===== src/rtl/shift_unit_pkg.sv =====
// Shared shifter definitions: op codes and FSM state encodings.
// Latency: none (definitions only).
// Backpressure: none (definitions only).
package shift_unit_pkg;

  // Shift operation codes driven by the control unit. Codes 3'b110 and 3'b111 act as PASS.
  localparam logic [2:0] SH_PASS = 3'b000;
  localparam logic [2:0] SH_SLL  = 3'b001;
  localparam logic [2:0] SH_SRL  = 3'b010;
  localparam logic [2:0] SH_SRA  = 3'b011;
  localparam logic [2:0] SH_ROR  = 3'b100;
  localparam logic [2:0] SH_ROL  = 3'b101;

  // Sequencer states.
  typedef enum logic [1:0] {
    SH_IDLE  = 2'd0,
    SH_SHIFT = 2'd1,
    SH_DONE  = 2'd2
  } sh_state_t;

endpackage


===== src/rtl/shift_step.sv =====
// One-bit shift step for every op code. ROR/ROL exist only when SHIFT_ROTATE_EN is defined.
// Latency: purely combinational.
// Backpressure: none; the output follows the inputs.
module shift_step
  import shift_unit_pkg::*;
#(
  parameter int WIDTH = 32
) (
  input  logic [2:0]       op,
  input  logic [WIDTH-1:0] din,
  output logic [WIDTH-1:0] dout
);

  // Decode the op and move the word by one bit position. Unknown codes pass through.
  always_comb begin
    dout = din;
    case (op)
      SH_SLL: dout = {din[WIDTH-2:0], 1'b0};
      SH_SRL: dout = {1'b0, din[WIDTH-1:1]};
      SH_SRA: dout = {din[WIDTH-1], din[WIDTH-1:1]};
`ifdef SHIFT_ROTATE_EN
      SH_ROR: dout = {din[0], din[WIDTH-1:1]};
      SH_ROL: dout = {din[WIDTH-2:0], din[WIDTH-1]};
`endif
      default: dout = din;
    endcase
  end

endmodule


===== src/rtl/shift_unit.sv =====
// Multicycle shifter with one bit per clock. Rotates are present only with SHIFT_ROTATE_EN.
// Latency: done pulses n+1 cycles after start is accepted; the next start is taken once busy drops.
// Backpressure: start is sampled only in IDLE. A start seen while busy is dropped, not queued.
module shift_unit
  import shift_unit_pkg::*;
#(
  parameter int WIDTH = 32,
  parameter int CNT_W = 5
) (
  input  logic             clk,
  input  logic             reset,
  input  logic             start,
  input  logic [2:0]       op,
  input  logic [WIDTH-1:0] data_in,
  input  logic [CNT_W-1:0] n,
  output logic [WIDTH-1:0] data_out,
  output logic             busy,
  output logic             done
);

  sh_state_t        state_q, state_d;
  logic [WIDTH-1:0] sr_q;
  logic [WIDTH-1:0] step_out;
  logic [CNT_W-1:0] cnt_q;
  logic [2:0]       op_q;
  logic             busy_q, done_q;

  shift_step #(.WIDTH(WIDTH)) u_step (
    .op   (op_q),
    .din  (sr_q),
    .dout (step_out)
  );

  // Next-state logic. A zero shift amount goes straight to DONE.
  always_comb begin
    state_d = state_q;
    case (state_q)
      SH_IDLE:  if (start) state_d = (n != '0) ? SH_SHIFT : SH_DONE;
      SH_SHIFT: if (cnt_q == CNT_W'(1)) state_d = SH_DONE;
      SH_DONE:  state_d = SH_IDLE;
      default:  state_d = SH_IDLE;
    endcase
  end

  // State, operand, counter and op registers, plus busy and done flags registered from the next state.
  always_ff @(posedge clk) begin
    if (reset) begin
      state_q <= SH_IDLE;
      sr_q    <= '0;
      cnt_q   <= '0;
      op_q    <= SH_PASS;
      busy_q  <= 1'b0;
      done_q  <= 1'b0;
    end else begin
      state_q <= state_d;
      busy_q  <= (state_d != SH_IDLE);
      done_q  <= (state_d == SH_DONE);
      case (state_q)
        SH_IDLE: begin
          if (start) begin
            sr_q  <= data_in;
            cnt_q <= n;
            op_q  <= op;
          end
        end
        SH_SHIFT: begin
          sr_q  <= step_out;
          cnt_q <= cnt_q - CNT_W'(1);
        end
        default: ;
      endcase
    end
  end

  assign data_out = sr_q;
  assign busy     = busy_q;
  assign done     = done_q;

endmodule


===== config.mk =====
export PLATFORM = sky130hd
export DESIGN_NAME = shift_unit
export DESIGN_NICKNAME = d
export VERILOG_FILES = /design/src/rtl/shift_unit_pkg.sv /design/src/rtl/shift_step.sv /design/src/rtl/shift_unit.sv
export SDC_FILE = /design/constraint.sdc
export NUM_CORES = 1
export LEC_CHECK = 0
export ABC_AREA = 1
export ABC_CLOCK_PERIOD_IN_PS = 1600
export BUFFER_PORTS_ARGS = -buffer_cell sky130_fd_sc_hd__buf_2
export CAP_MARGIN = 15
export CORE_MARGIN = 2
export CORE_UTILIZATION = 30
export CTS_CLUSTER_DIAMETER = 30
export DETAILED_ROUTE_END_ITERATION = 8
export SYNTH_ARGS = -nofsm -noshare
export SYNTH_HDL_FRONTEND = slang
export SYNTH_SLANG_ARGS = --single-unit

===== constraint.sdc =====
create_clock -name clk -period 1.6 [get_ports clk]
set_input_delay 0.32 -clock clk [delete_from_list [all_inputs] [get_ports clk]]
set_output_delay 0.32 -clock clk [all_outputs]
set_load 0.01 [all_outputs]

After elaboration in Yosys (flattened, before gate mapping)
Cells that the tools add are included.
Cells by class
  add/sub/neg operators: 1
  mux-type cells: 9
  shift operators: 0
  div/mod/pow operators: 0
  multipliers: 0
  bitwise operators: 0
  order comparisons: 0
  equal/unequal tests: 10
  reductions and logical operators: 8
Operators with widths (count)
  $pmux W32 S3: 1
  $pmux W32 S2: 1
  $mux W32: 1
  $pmux W5 S2: 1
  $eq A3 B2 Y1 const B: 2
  $mux W2: 3
  $eq A5 B1 Y1 const B: 1
  $mux W5: 1
  $reduce_bool A5 Y1: 1
  $sub A5 B1 Y5 const B: 1
  $ne A2 B2 Y1 const B: 2
  $ne A4 B1 Y1 const B: 1
  $pmux W2 S2: 1
  $reduce_and A2 Y1: 2
  $reduce_and A4 Y1: 1
  $reduce_bool A2 Y1: 2
  $eq A3 B1 Y1 const B: 1
  $ne A3 B1 Y1 const B: 1
  $reduce_and A3 Y1: 1
  $eq A2 B1 Y1 const B: 1
  $eq A2 B2 Y1 const B: 1
  $logic_not A2 Y1: 1
Word-level totals
  bits in latches: 0
  output and inout bits: 34
  flip-flop bits (word level): 44
  memories kept: 0
  bits in writable memories: 0
  logic and storage cells: 35
  memory bits (read-only): 0

Logic depth before layout (Yosys ltp)
Gate-level depths: netlist (run 1).
  depth after elaboration: 5
  mapped depth: 9
  mapped depth without buffers: 8

By module
From an unflattened synthesis (run 1), not the netlist that was laid out.
Second synthesis, totals
  cell total of the unflattened synthesis: 445
  area, all modules: 2831.5 um2
Modules (own cells, without submodules)
  shift_unit: area an instance 2050.7 um2, cells each 294, sequential area each 880.8 um2, instances 1
  shift_step: area an instance 780.7 um2, cells each 151, sequential area each 0.0 um2, instances 1

Least setup slack after synthesis (run 1)
No wires, ideal clock.
  kind: register to register
  start: register state_q[0]
  end: register sr_q[10], in the netlist data_out[10]
  arrival time: 1033 ps
  path slack: 454 ps
  buffers on the path: 1
  stages on the path, launching flop included: 8
  cell sequence: dfxtp_1 > o21ai_2 > inv_2 > nand2_4 > buf_4 > nand2_1 > nand2_1 > nor2_1
Between the ends
  longest elaborated chain between the ends: 3
RTL lines
  start: declaration: RTL line shift_unit.sv:21  | sh_state_t state_q, state_d;
  start signal: assignment: RTL line shift_unit.sv:55  | state_q <= state_d;
  $eq A2 B1 Y1 / $logic_not A2 Y1 (equally long branches): RTL line shift_unit.sv:58  | case (state_q)
  $ne A4 B1 Y1 (no line), or another cell as far along
  $reduce_and A3 Y1 (no line)
  end signal: assignment: RTL line shift_unit.sv:61  | sr_q <= data_in;
  end signal: assignment: RTL line shift_unit.sv:67  | sr_q <= step_out;
  end: declaration: RTL line shift_unit.sv:22  | logic [WIDTH-1:0] sr_q;
Parallel ways exist; a longest one is shown, timed or not.
A chain may end at the register's enable or synchronous reset.

Worst setup path after layout (run 1)
  start: register state_q[0]
  end: register sr_q[31], in the netlist data_out[31]
Between the ends
  longest elaborated chain between the ends: 3
RTL lines (RTL line)
  $eq A2 B1 Y1 / $logic_not A2 Y1 (equally long branches): shift_unit.sv:58
  $ne A3 B1 Y1 (no line), or another cell as far along
  $reduce_and A4 Y1 (no line)
Parallel ways exist; a longest one is shown, timed or not.

==> impl_metrics.csv, run 1 <==
group,metric,value,unit
sta,fin_skew,0.00392,ns
critical_path,critPathBufInv,2,
power_and_ir_drop,p_leak,1.67,nW
power_and_ir_drop,power_frac_seq,0.445,
finish,area_delta_synth_final,23.2,%
critical_path,critPathKind,"reg -> reg",
floorplanning,io_pins,77,
power_and_ir_drop,p_sw,1.11,mW
worst_hold_path,hp-class,"in -> reg",
cts,clk_pin_slew_worst_paths,0.08,ns
synthesis,yosys.area.top_type,"dfxtp_1",
routing,top_layer,"met4",
power_and_ir_drop,internal_power,2.00,mW
floorplanning,design.core.area,8260,um2
routing,totalWireLength,6.80,mm
synthesis,yosysSeqAreaShare,0.344,
run_status,status,"complete, no violations",
routing,dr_wl_met3,449,um
floorplanning,die_x,96.3,um
sta,drv_slew,0,
critical_path,end_kind,"flip-flop",
cts,h-tree-depth,2,
routing,vias,2778,
synthesis,ys_ff_latch,44,
cts,insertion_delay,0.29,ns
finish,num_antenna_cells,0,
critical_path,critical-path-max-stage-delay,0.38,ns
synthesis,syn_area_per_cell,5.88,um2
synthesis,synth_area_leaders,"dfxtp_1 (34%), nand2_1 (22%), nand3_1 (14%), nor2_1 (10%), inv_1 (6.3%)",
synthesis,yosysMostFrequentCell,"nand2_1",
routing,wl_met1,3.19,mm
floorplanning,row_count,33,
synthesis,synth_ff_type,"dfxtp_1",
power_and_ir_drop,power_density,986,nW/um2
cts,cts_buffers,5,
placed_design,gp_congestion,0.816,
floorplanning,die_area,9280,um2
critical_path,cp_slowest_cell,"dfxtp_1",
grt,grt-ovfl-total,0,
run,max_cap_violations,0,
grt,grt_max_degree,39,
sta,rsz0062_at_grt,"no",
cts,cts_buffer_depth,2,
routing,wl_met2,3.11,mm
critical_path,crit_family,"simple AND/OR/NAND/NOR gates",
routing,post_drt_wl_per_cell,11.1,um
synthesis,synth_top_area_frac,0.344,
finish,final_nets,550,
routing,ant_nets,0,
grt,grt_pass1_vias,2486,
floorplanning,die_height,96.3,um
cts,cts_num_sinks,44,
sta,finalHoldViolations,0,
sta,setup_tns,0,ns
power_and_ir_drop,swShare,0.356,
critical_path,path_max_fanout,19,
sta,slew-limit-headroom,0.844,
placed_design,dp_hpwl,4.86,mm
sta,worstMarginPinSlew,0.233,ns
synthesis,synthesis.area,2560,um2
worst_hold_path,min_path_cells,2,
synthesis,synthesis.nets,480,
cts,cts_resized,0,
critical_path,critPathLaunchType,"flip-flop",
finish,nFillCells,927,
finish,finalNonFillerCells,611,
critical_path,reg2regPathDepth,8,
synthesis,ys_types,22,
routing,viasPerCell,4.55,
critical_path,crit_cells,8,
routing,drtIter0Drc,80,
critical_path,worstPathCellList,"nand2_2, inv_2, buf_4, nand3_1, nand2_1, nand2_1, nand2_1, nor2_1",
sta,timing.fmax,0.802,GHz
sta,fin_crit_sh,0.780,
synthesis,synthArstFlopShare,0,
routing,dr.pass1.iters,4,
placed_design,portBuffers,76,
cts,cts_tree,"done",
synthesis,yosys_warnings,0,
floorplanning,start_util,0.310,
synthesis,synth_edf_count,0,
finish,drive_gt1_frac,0.204,
synthesis,yosys-top-cells-count,"nand2_1 (149), nand3_1 (71), nor2_1 (71), dfxtp_1 (44), inv_1 (43)",
placed_design,place_inst,603,
sta,setup_violations,0,
cts,clockRootBuffer,"clkbuf_8",
power_and_ir_drop,ir_drop,0.323,mV
cts,hold_buffers,0,
grt,grt_pass1_wl,11.1,mm
critical_path,worstPathRequired,1.79,ns
power_and_ir_drop,pwr-share-comb,0.322,
routing,drc,0,
critical_path,worstPathArrival,1.44,ns
sta,fin_crit,1.25,ns
cts,cts_setup_buffers,0,
power_and_ir_drop,clockPowerShare,0.234,
grt,grt_use_total,0.151,
critical_path,worst_path_most_repeated_cell,"nand2_1",
synthesis,syn_inst,435,
grt,grt_antenna_before_repair,1,
## worst reg2reg max path, stage by stage (launching register included)
cell and delay [ns]:
dfxtp_1 0.38, nand2_2 0.11, inv_2 0.08, buf_4 0.24
nand3_1 0.11, nand2_1 0.10, nand2_1 0.06, nand2_1 0.05
nor2_1 0.04
## per-stage QoR
step | power (mW) | utilization | area (um2) | hold slack, ns | worst slack, ns
finish | 3.11 | 0.382 | 3150 | 0.283 | 0.353
global route | 3.36 | 0.382 | 3150 | 0.296 | 0.235
CTS | 3.15 | 0.382 | 3150 | 0.272 | 0.325
detailed placement | 2.41 | 0.371 | 3060 | 0.464 | 0.345
global placement | 2.39 | 0.371 | 3060 | 0.461 | 0.363
floorplan | 2.08 | - | 2560 | 0.389 | 0.454
## logic make-up after synthesis
group,count (synthesis),synth area share
flip-flops,44,0.344
AND/OR/NAND/NOR,297,0.478
adder cells (fa/ha/maj),2,0.00978
AO/OA/AOI/OAI,19,0.0387
XOR/XNOR,1,0.00343
buffers and inverters,72,0.126
## final timing paths
kind / startpoint / endpoint / slack (ns)
setup reg to reg: state_q[0] / data_out[31] / 0.35
setup / recovery: state_q[0] / data_out[31] / 0.35
hold / removal: reset / busy / 0.28
hold reg to reg: op_q[0] / op_q[0] / 0.47
## sequential cells by signal (all words and copies together), names as in the netlist
signal / count
busy: 1
cnt_q: 5
done: 1
op_q: 3
state_q: 2
data_out: 32
## cell type report
type	instances	area [um2]	area share
sequential	44	881	0.280
timing repair buffer	87	513	0.163
clock buffer	8	90.1	0.0286
tap	105	131	0.0417
multi-input combinational	319	1360	0.430
inverter	48	180	0.0572
## power by group through the flow
stage          registers [mW]  clock network (mW)  logic, mW
6_report                 1.38               0.726      0.999
5_1_grt                  1.41               0.804       1.15
4_1_cts                  1.38               0.759       1.01
3_5_place_dp             1.41                   0       1.01
3_3_place_gp             1.41                   0      0.989
2_1_floorplan            1.44                   0      0.640
## cells in the final DEF (no fill, tap or decap), drive strengths merged, types with 2 or more instances in the layout
| cell | netlist | final |
|---|---|---|
| ha | 2 | 2 |
| dfxtp | 44 | 44 |
| nor2 | 72 | 72 |
| o21ai | 9 | 9 |
| a21oi | 10 | 10 |
| nand2 | 152 | 152 |
| clkbuf | 3 | 8 |
| buf | 21 | 87 |
| nand3 | 71 | 71 |
| inv | 48 | 48 |
## metal layers
metal,track usage,up-vias
li1,-,1475
met1,0.183,1231
met2,0.260,68
met3,0.0415,4
met4,0.0458,0
met5,0,-
Note: power is estimated with default switching activity, not from simulation.
==> run 2: changes to the inputs <==
Settings changed: ABC_CLOCK_PERIOD_IN_PS 1600 to 1200.
Clock period 1.6 ns to 1.2 ns, I/O delays scaled along.
==> impl_metrics.csv, run 2 (synthesis results as in run 1) <==
group,metric,value,unit
sta,rsz0062_at_grt,"yes",
routing,drtIter0Drc,128,
grt,grt_pass1_vias,2535,
critical_path,cp_slowest_cell,"dfxtp_2",
routing,post_drt_wl_per_cell,12.4,um
critical_path,critical-path-max-stage-delay,0.33,ns
grt,grt-ovfl-total,0,
sta,fin_skew,0.00554,ns
floorplanning,row_count,33,
routing,drc,0,
routing,dr.pass1.iters,4,
worst_hold_path,min_from,"op[2]",
finish,finalNonFillerCells,629,
critical_path,critPathKind,"reg -> reg",
power_and_ir_drop,power_density,1230,nW/um2
critical_path,path_max_fanout,5,
sta,worstMarginPinSlew,0.354,ns
power_and_ir_drop,clockPowerShare,0.215,
finish,area_delta_synth_final,43.5,%
finish,drive_gt1_frac,0.326,
cts,h-tree-depth,2,
power_and_ir_drop,ir_drop,0.501,mV
cts,hold_buffers,0,
cts,cts_num_sinks,44,
placed_design,place_inst,611,
power_and_ir_drop,internal_power,2.88,mW
finish,nFillCells,881,
critical_path,worstPathCellList,"inv_4, nand2_4, nor2_4, buf_12, clkbuf_16, nand2_1, nand3_1, nor2_1, nor2_1",
power_and_ir_drop,pwr-share-comb,0.370,
critical_path,reg2regPathDepth,9,
sta,slew-limit-headroom,0.764,
finish,layout_common_cells,"nand2_1 (132), buf_2 (77), nor2_1 (68)",
floorplanning,die_x,96.3,um
run,max_cap_violations,0,
routing,viasPerCell,4.69,
routing,ant_nets,0,
grt,grt_max_degree,25,
grt,grt_use_total,0.155,
cts,cts_tree,"done",
sta,fin_crit_sh,1.00,
routing,vias,2952,
power_and_ir_drop,swShare,0.363,
critical_path,worst_path_most_repeated_cell,"nor2_1",
floorplanning,die_height,96.3,um
grt,grt_pass1_wl,11.5,mm
critical_path,r2r_end,"data_out[28]",
finish,finish.utilization,0.445,
floorplanning,io_pins,77,
floorplanning,design.core.area,8260,um2
sta,timing.fmax,0.831,GHz
cts,clockRootBuffer,"clkbuf_8",
critical_path,rrSetupSlack,-0.003,ns
sta,fin_ws,-0.00271,ns
worst_hold_path,min_path_cells,3,
sta,setup_violations,1,
worst_hold_path,min_to,"op_q[2]",
finish,final_common_cell,"nand2_1",
cts,clk_pin_slew_worst_paths,0.08,ns
grt,grt_antenna_before_repair,0,
cts,insertion_delay,0.29,ns
critical_path,worstPathRequired,1.44,ns
power_and_ir_drop,power_frac_seq,0.415,
placed_design,dp_hpwl,5.00,mm
critical_path,r2r_start,"state_q[1]",
finish,num_antenna_cells,0,
placed_design,portBuffers,76,
sta,drv_slew,0,
finish,largest_reg_flops,32,
run_status,violations,"setup timing",
critical_path,critPathLaunchType,"flip-flop",
worst_hold_path,hp-class,"in -> reg",
cts,cts_buffer_depth,2,
critical_path,end_kind,"flip-flop",
power_and_ir_drop,p_leak,1.89,nW
floorplanning,die_area,9280,um2
sta,fin_crit,1.20,ns
routing,totalWireLength,7.81,mm
sta,finalHoldViolations,0,
run_status,status,"finished with violations",
critical_path,worstPathArrival,1.44,ns
cts,cts_buffers,5,
finish,final_nets,568,
placed_design,gp_congestion,0.813,
power_and_ir_drop,p_sw,1.64,mW
floorplanning,start_util,0.310,
==> run 2: layer usage <==
layer  GRT usage  wire length [um]  up-vias  share of wire
li1            -                 -     1521              -
met1       0.194              3580     1341           0.46
met2       0.267              3690       83           0.47
met3      0.0376               490        7          0.063
met4      0.0340                57        0         0.0073
met5           0                 0        -              0
==> run 2: power groups by stage <==
stage               Sequential, mW  Combinational, mW  Clock [mW]
floorplan                     1.91              0.853           0
global placement              1.87               1.37           0
detailed placement            1.88               1.40           0
CTS                           1.85               1.47       0.998
global route                  1.90               1.88        1.06
finish                        1.87               1.67       0.969
==> run 2: repair_timing <==
item | CTS | global route
buffers inserted | 1 | 2
resized for setup | 10 | 58
gates cloned | 1 | 6
pin swaps | 2 | 48
hold endpoints to repair | 0 | 0
endpoints found under the setup margin | 31 | 36
==> run 2: cell type report <==
class,count,area (um2),share of cell area
inverters,48,185,0.0504
multi-input cells,319,1580,0.429
well taps,105,131,0.0358
flip-flops and latches,44,886,0.241
clock buffers,8,90.1,0.0245
repair buffers,105,803,0.219
==> run 2: through the flow <==
| stage | cell area, um2 | power, mW | setup TNS [ns] | setup WS, ns | hold WS (ns) |
|---|---|---|---|---|---|
| global route | 3670 | 4.84 | -1.93 | -0.0877 | 0.242 |
| CTS | 3300 | 4.32 | 0 | 0.000221 | 0.222 |
| floorplan | 2560 | 2.77 | 0 | 0.0541 | 0.309 |
| finish | 3670 | 4.51 | -0.00271 | -0.00271 | 0.229 |
| global placement | 3150 | 3.25 | -0.00203 | -0.000877 | 0.461 |
| detailed placement | 3150 | 3.28 | -0.879 | -0.0549 | 0.470 |
==> run 2: worst max path at each step <==
| stage | from | end | cells after the start |
|---|---|---|---|
| 6_report | state_q[1] | data_out[28] | 9 |
| 5_1_grt | state_q[1] | data_out[28] | 9 |
| 4_1_cts | op_q[2] | data_out[18] | 8 |
| 3_5_place_dp | state_q[0] | data_out[0] | 8 |
| 3_3_place_gp | state_q[0] | data_out[22] | 8 |
| 2_1_floorplan | state_q[0] | data_out[10] | 7 |
==> run 2: worst max-delay path: cells and delay by family (launching register included) <==
family | cells | cell delay (ns)
AND/OR/NAND/NOR | 6 | 0.46
flip-flops | 1 | 0.33
buffers and inverters | 3 | 0.35
